==> config.mk <==
export PLATFORM = sky130hd
export DESIGN_NAME = ones_pattern_generator
export DESIGN_NICKNAME = d
export VERILOG_FILES = /design/src/rtl/ones_pattern_generator_pkg.sv /design/src/rtl/OTSBitsCounter.sv /design/src/rtl/ones_pattern_generator.sv
export SDC_FILE = /design/constraint.sdc
export NUM_CORES = 1
export LEC_CHECK = 0
export CORE_MARGIN = 1
export CORE_UTILIZATION = 45
export DETAILED_ROUTE_END_ITERATION = 12
export GPL_ROUTABILITY_DRIVEN = 0
export PLACE_DENSITY_LB_ADDON = 0.08
export SETUP_SLACK_MARGIN = 0.2
export SLEW_MARGIN = 20
export SYNTH_ARGS = -nofsm -noshare
export SYNTH_HDL_FRONTEND = slang
export SYNTH_SLANG_ARGS = --single-unit
==> constraint.sdc <==
create_clock -name clk -period 15.4 [get_ports clk]
set_clock_uncertainty 0.05 [all_clocks]
set_input_delay 3.85 -clock clk [delete_from_list [all_inputs] [get_ports clk]]
set_output_delay 3.85 -clock clk [all_outputs]
set_load 0.05 [all_outputs]
==> src/rtl/ones_pattern_generator_pkg.sv <==
// Shared constants and FSM encoding for the ones pattern generator.
// Latency: n/a (declarations only). Backpressure: n/a.
package ones_pattern_generator_pkg;

   localparam int PAT_W = 7;
   localparam int PAT_N = (1 << PAT_W) - 1;

   typedef enum logic [1:0] {
      ST_IDLE = 2'd0,
      ST_EMIT = 2'd1,
      ST_DONE = 2'd2
   } state_t;

endpackage

==> src/rtl/OTSBitsCounter.sv <==
// Combinational population count of a 127-bit word.
// Latency: 0 cycles. Backpressure: none.
module OTSBitsCounter #(
   parameter int N = 127,
   parameter int W = 7
) (
   input  logic [N-1:0] bits,
   output logic [W-1:0] ones
);

   always_comb begin
      ones = '0;
      for (int i = 0; i < N; i++) begin
         ones = ones + W'(bits[i]);
      end
   end

endmodule

==> src/rtl/ones_pattern_generator.sv <==
// Emits an N-bit thermometer frame (count ones, then zeros) serially and assembles it into pattern.
// Latency: bits consumed at edges t+1..t+N after start at edge t; done one cycle later.
// Backpressure: ser_ready low stalls the bit index and holds ser_data.
module ones_pattern_generator
   import ones_pattern_generator_pkg::*;
#(
   parameter int N = PAT_N,
   parameter int W = PAT_W
) (
   input  logic         clk,
   input  logic         rst_n,
   input  logic         start,
   input  logic [W-1:0] count,
   output logic         busy,
   output logic         ser_data,
   output logic         ser_valid,
   input  logic         ser_ready,
   output logic [N-1:0] pattern,
   output logic         done,
   output logic         check_ok
);

   localparam logic [W-1:0] LAST_IDX = W'(N - 1);

   state_t       state_q;
   state_t       state_d;
   logic [W-1:0] idx_q;
   logic [W-1:0] count_lat_q;
   logic [N-1:0] pattern_q;
   logic [W-1:0] ones_cnt;
   logic         accept;
   logic         consume;
   logic         last_bit;

   always_ff @(posedge clk or negedge rst_n) begin
      if (!rst_n) begin
         state_q <= ST_IDLE;
      end else begin
         state_q <= state_d;
      end
   end

   always_comb begin
      state_d   = state_q;
      busy      = 1'b0;
      ser_valid = 1'b0;
      ser_data  = 1'b0;
      done      = 1'b0;
      accept    = 1'b0;
      consume   = 1'b0;
      last_bit  = (idx_q == LAST_IDX);
      case (state_q)
         ST_IDLE: begin
            // busy rises combinationally with an accepted start, but never while held in reset
            accept = start & rst_n;
            busy   = accept;
            if (accept) begin
               state_d = ST_EMIT;
            end
         end
         ST_EMIT: begin
            busy      = 1'b1;
            ser_valid = 1'b1;
            ser_data  = (idx_q < count_lat_q);
            consume   = ser_ready;
            if (ser_ready && last_bit) begin
               state_d = ST_DONE;
            end
         end
         ST_DONE: begin
            busy    = 1'b1;
            done    = 1'b1;
            state_d = ST_IDLE;
         end
         default: begin
            state_d = ST_IDLE;
         end
      endcase
   end

   always_ff @(posedge clk or negedge rst_n) begin
      if (!rst_n) begin
         idx_q       <= '0;
         count_lat_q <= '0;
         pattern_q   <= '0;
      end else if (accept) begin
         idx_q       <= '0;
         count_lat_q <= count;
         pattern_q   <= '0;
      end else if (consume) begin
         pattern_q[idx_q] <= ser_data;
         // index parks on the last bit rather than wrapping past N-1
         if (!last_bit) begin
            idx_q <= idx_q + W'(1);
         end
      end
   end

   OTSBitsCounter #(
      .N (N),
      .W (W)
   ) u_ones_cnt (
      .bits (pattern_q),
      .ones (ones_cnt)
   );

   assign pattern  = pattern_q;
   assign check_ok = (ones_cnt == count_lat_q);

endmodule

==> summary.md <==
| Metric | Value |
|---|---|
| Result of the run | `complete, no violations` |
| Largest incremental delay on the critical path | `between 800 and 900 ps` |
| Setup TNS Final | `0 ps` |
| Root Buffer | `sky130_fd_sc_hd__clkbuf_16` |
| IR Drop Worst-Case VDD | `roughly 0.090 mV` |
| Power share of the clock group | `31.8%` |
| TritonCTS clock tree | `done` |
| Syn Area/Cell | `~11 um2` |
| Area share of fa/ha/maj cells after synthesis | `between 20% and 30%` |
| Fill cells | `2042` |
| Min-Delay Path Class | `flop to flop` |
| Worst slew slack as a fraction of its limit | `28.17%` |
| Area growth from synthesis to layout | `18.45%` |
| Type of the worst setup path | `flop to output pin` |
| Dominant register cell in the synthesized netlist | `sky130_fd_sc_hd__dfrtp_1` |
| XOR/XNOR Fraction of Synth Area | `1.561%` |
| Synth Instances | `approximately 970` |
| Number of enable flip-flop cells after synthesis | `0` |
| Total leakage power | `between 5 and 6 nW` |
| Setup Buffers After CTS | `0` |
| Post-synthesis sequential area ratio | `33.56%` |
| Initial standard-cell utilization of the core | `46.53%` |
| Post-synthesis compound-gate area fraction | `about 22%` |
| Crit path capture type | `output pin` |
| First-pass GRT wire length | `~48 mm` |
| PostCTS Resize Cnt | `0` |
| Netlist area before placement | `between 10000 and 15000 um2` |
| Switch share | `around 41%` |
| Post-synthesis net count | `between 1000 and 1500` |
| Total global routing overflow | `0` |
| Via density per instance | `5.774` |
| Number of cells traversed by the worst register-to-register path | `8` |
| Ordered list of cells on the worst path | `ha_1 > inv_1 > fa_1 > inv_1 > fa_1 > fa_1 > fa_1 > fa_1 > fa_1 > fa_1 > fa_1 > inv_1 > fa_1 > fa_1 > inv_1 > ha_1 > inv_1 > fa_1 > o21ai_0 > a31oi_1 > xnor2_1 > nor4_1 > clkdlybuf4s50_1` |
| Count of standard-cell rows | `55` |
| Number of pins with negative max-slew slack in the final report | `0` |
| Required time of the critical path | `approximately 12000 ps` |
| Share of synthesized registers carrying an async set or reset | `between 90% and 100%` |
| Syn. warnings | `0` |
| Signal arrival time at the worst endpoint | `roughly 8500 ps` |
| Die ar. | `between 20000 and 25000 um2` |
| Number of buffers inserted for hold repair after clock tree synthesis | `0` |
| Dominant combinational cell family by area after synthesis | `adder cells` |
| Post-synth top area share | `around a third` |
| Library cell with the largest summed area after synthesis | `sky130_fd_sc_hd__dfrtp_1` |
| Die Height | `155.9 um` |
| DR pass1 iterations | `5` |
| Cell internal pwr | `731.2 uW` |
| Overall power after layout | `1.239 mW` |
| DRC violation count after routing | `0` |
| Iter 0 DRT Violations | `a little under 500` |
| Transition time at the pin with the least slew margin | `1078 ps` |
| Number of antenna violations at the first check in global routing | `0` |
| Worst Hold Path Cells | `2` |
| Wirelength, routed | `between 30 and 40 mm` |
| Critical path depth | `23` |
| Core area | `about 23000 um2` |
| Synth cell types | `between 40 and 50` |
| Area of combinational cells with multiple inputs | `5892 um2` |
| Switching Power | `roughly 510 uW` |
| Overall Global Routing Usage | `26.70%` |
| Crit-path most repeated cell | `sky130_fd_sc_hd__fa_1` |
| Top post-synthesis cells by area | `sky130_fd_sc_hd__dfrtp_1 (34%), sky130_fd_sc_hd__fa_1 (21%), sky130_fd_sc_hd__o211ai_1 (8.1%), sky130_fd_sc_hd__inv_1 (6.8%), sky130_fd_sc_hd__o41ai_1 (6.7%)` |
| Critical-path maximum fanout | `3` |
| Number of buffers added by the clock tree synthesis step | `17` |
| Part of the power in combinational logic | `between 30% and 40%` |
| Number of port buffers | `142` |
| Final hold violation count | `0` |
| Detail Route Antenna Nets | `0` |
| Clock latency at the later pin of the worst-skew pair | `between 400 and 500 ps` |
| Die span in x | `around 160 um` |
| Kind of cell adding the most delay to the critical path | `adder cells` |
| Minimum clock period after layout | `around 12000 ps` |
| Number of max-cap violations | `0` |
| Clock H-tree levels | `4` |
| Clock net sink count | `between 100 and 150` |
| Buffering stage count on the worst path with inverters included | `6` |
| Ant. Diodes | `0` |
| Number of global-route vias before repair | `~8100` |
| Fraction of synthesized area in multiplexers | `0%` |
| Clock-pin transition on the worst setup and hold timing paths | `about 60 ps` |
| Slowest CP cell | `sky130_fd_sc_hd__clkdlybuf4s50_1` |
| Total power divided by cell area | `just under 100 nW/um2` |
| Vias after detailed routing | `7962` |
| Final worst-path cycle share | `between 80% and 90%` |
| Upper clock frequency limit | `between 0.08 and 0.09 GHz` |
| I/O pin cnt | `143` |
| Net count reported at finish | `1219` |
| Sequential cell fraction of total power | `around 34%` |
| Startpoint Class | `flop` |
| Sequential Area | `3578 um2` |
| Half-perimeter wire length after detailed placement | `between 20 and 25 mm` |
| Simple logic cell fraction of the synthesized area | `5.046%` |
| Unrepaired setup endpoints after global routing | `no` |
| Proportion of layout cells with a drive suffix above 1 | `under 10%` |
| Final Setup Violations | `0` |
| Final routed wire length divided by cell count | `about 22 um` |
| Commonest cells in the netlist | `sky130_fd_sc_hd__inv_1 (192), sky130_fd_sc_hd__dfrtp_1 (143), sky130_fd_sc_hd__o211ai_1 (115), sky130_fd_sc_hd__fa_1 (114), sky130_fd_sc_hd__o41ai_1 (82)` |
| Register bit total from synthesis | `about 140` |
| Largest net degree at the start of global routing | `90` |
| Bufs on Longest Clock Path | `2` |
| Most used standard cell by instance count after synthesis | `sky130_fd_sc_hd__inv_1` |
## final cells by class
cell class | count | share of cell area (%)
clock buffers | 20 | 3.537
clock inverters | 10 | 0.7232
inverters | 193 | 5.736
multi-input cells | 547 | 46.65
flip-flops and latches | 143 | 28.33
well taps | 313 | 3.101
repair buffers | 153 | 11.92
## power by group through the flow
stage,sequential [mW],clock [mW],combinational [mW]
finish,0.426,0.394,0.420
global route,0.428,0.413,0.459
CTS,0.425,0.398,0.422
detailed placement,0.432,0,0.421
global placement,0.432,0,0.416
floorplan,0.435,0,0.332
## cells by family after synthesis
logic type / after synthesis
flops: 143
xor+xnor: 19
fa+ha+maj: 153
simple gates: 101
compound gates: 274
buf+inv: 278
## metal layers
metal / up-vias / track usage (%) / share of wire, %
li1: 3576 / - / -
met1: 4058 / 38.64 / 45
met2: 281 / 40.39 / 46
met3: 45 / 4.861 / 6.4
met4: 2 / 8.403 / 1.8
met5: - / 1.863 / 0.18
## final timing paths
check / from / to / slack, ps
worst max-delay path: pattern[0] / check_ok / 2970
worst min-delay path: pattern[28] / pattern[28] / 510
worst max register to register: idx_q[5] / pattern[68] / 11990
worst min register to register: pattern[28] / pattern[28] / 510
max in group asynchronous: rst_n / pattern[78] / 10990
min in group asynchronous: rst_n / count_lat_q[1] / 3170
## layout by cell type (no fill, tap or decap), types with 11 or more instances in the layout
master and n:
sky130_fd_sc_hd__o41ai_1 82, sky130_fd_sc_hd__o41ai_2 31, sky130_fd_sc_hd__dfrtp_1 143, sky130_fd_sc_hd__buf_4 11, sky130_fd_sc_hd__nor2_1 12, sky130_fd_sc_hd__nand2_1 28, sky130_fd_sc_hd__fa_1 114, sky130_fd_sc_hd__ha_1 39
sky130_fd_sc_hd__clkbuf_16 17, sky130_fd_sc_hd__o211ai_1 115, sky130_fd_sc_hd__xnor2_1 11, sky130_fd_sc_hd__o21ai_0 15, sky130_fd_sc_hd__inv_1 192, sky130_fd_sc_hd__nand3_1 25, sky130_fd_sc_hd__clkdlybuf4s50_1 141
## state kept, by name (all words and copies together), names as in the netlist
name         flops
idx_q            7
pattern        127
state_q          2
count_lat_q      7
## worst min-delay path, delay by kind of cell (launching register included)
family          cells  cell delay, ps
compound gates      2             150
flops               1             370
## through the flow
stage | cells | utilization, % | hold slack (ps) | instance area [um2] | setup slack (ps)
floorplan | 968 | - | 439.7 | 10660 | 2963
global placement | 1349 | 52.77 | 486.8 | 12090 | 3480
detailed placement | 1349 | 52.77 | 499.3 | 12090 | 3370
CTS | 1379 | 55.11 | 513.8 | 12630 | 2893
global route | 1379 | 55.11 | 533.1 | 12630 | 2518
finish | 1379 | 55.11 | 508.9 | 12630 | 2970
(Power assumes the default switching activity.)
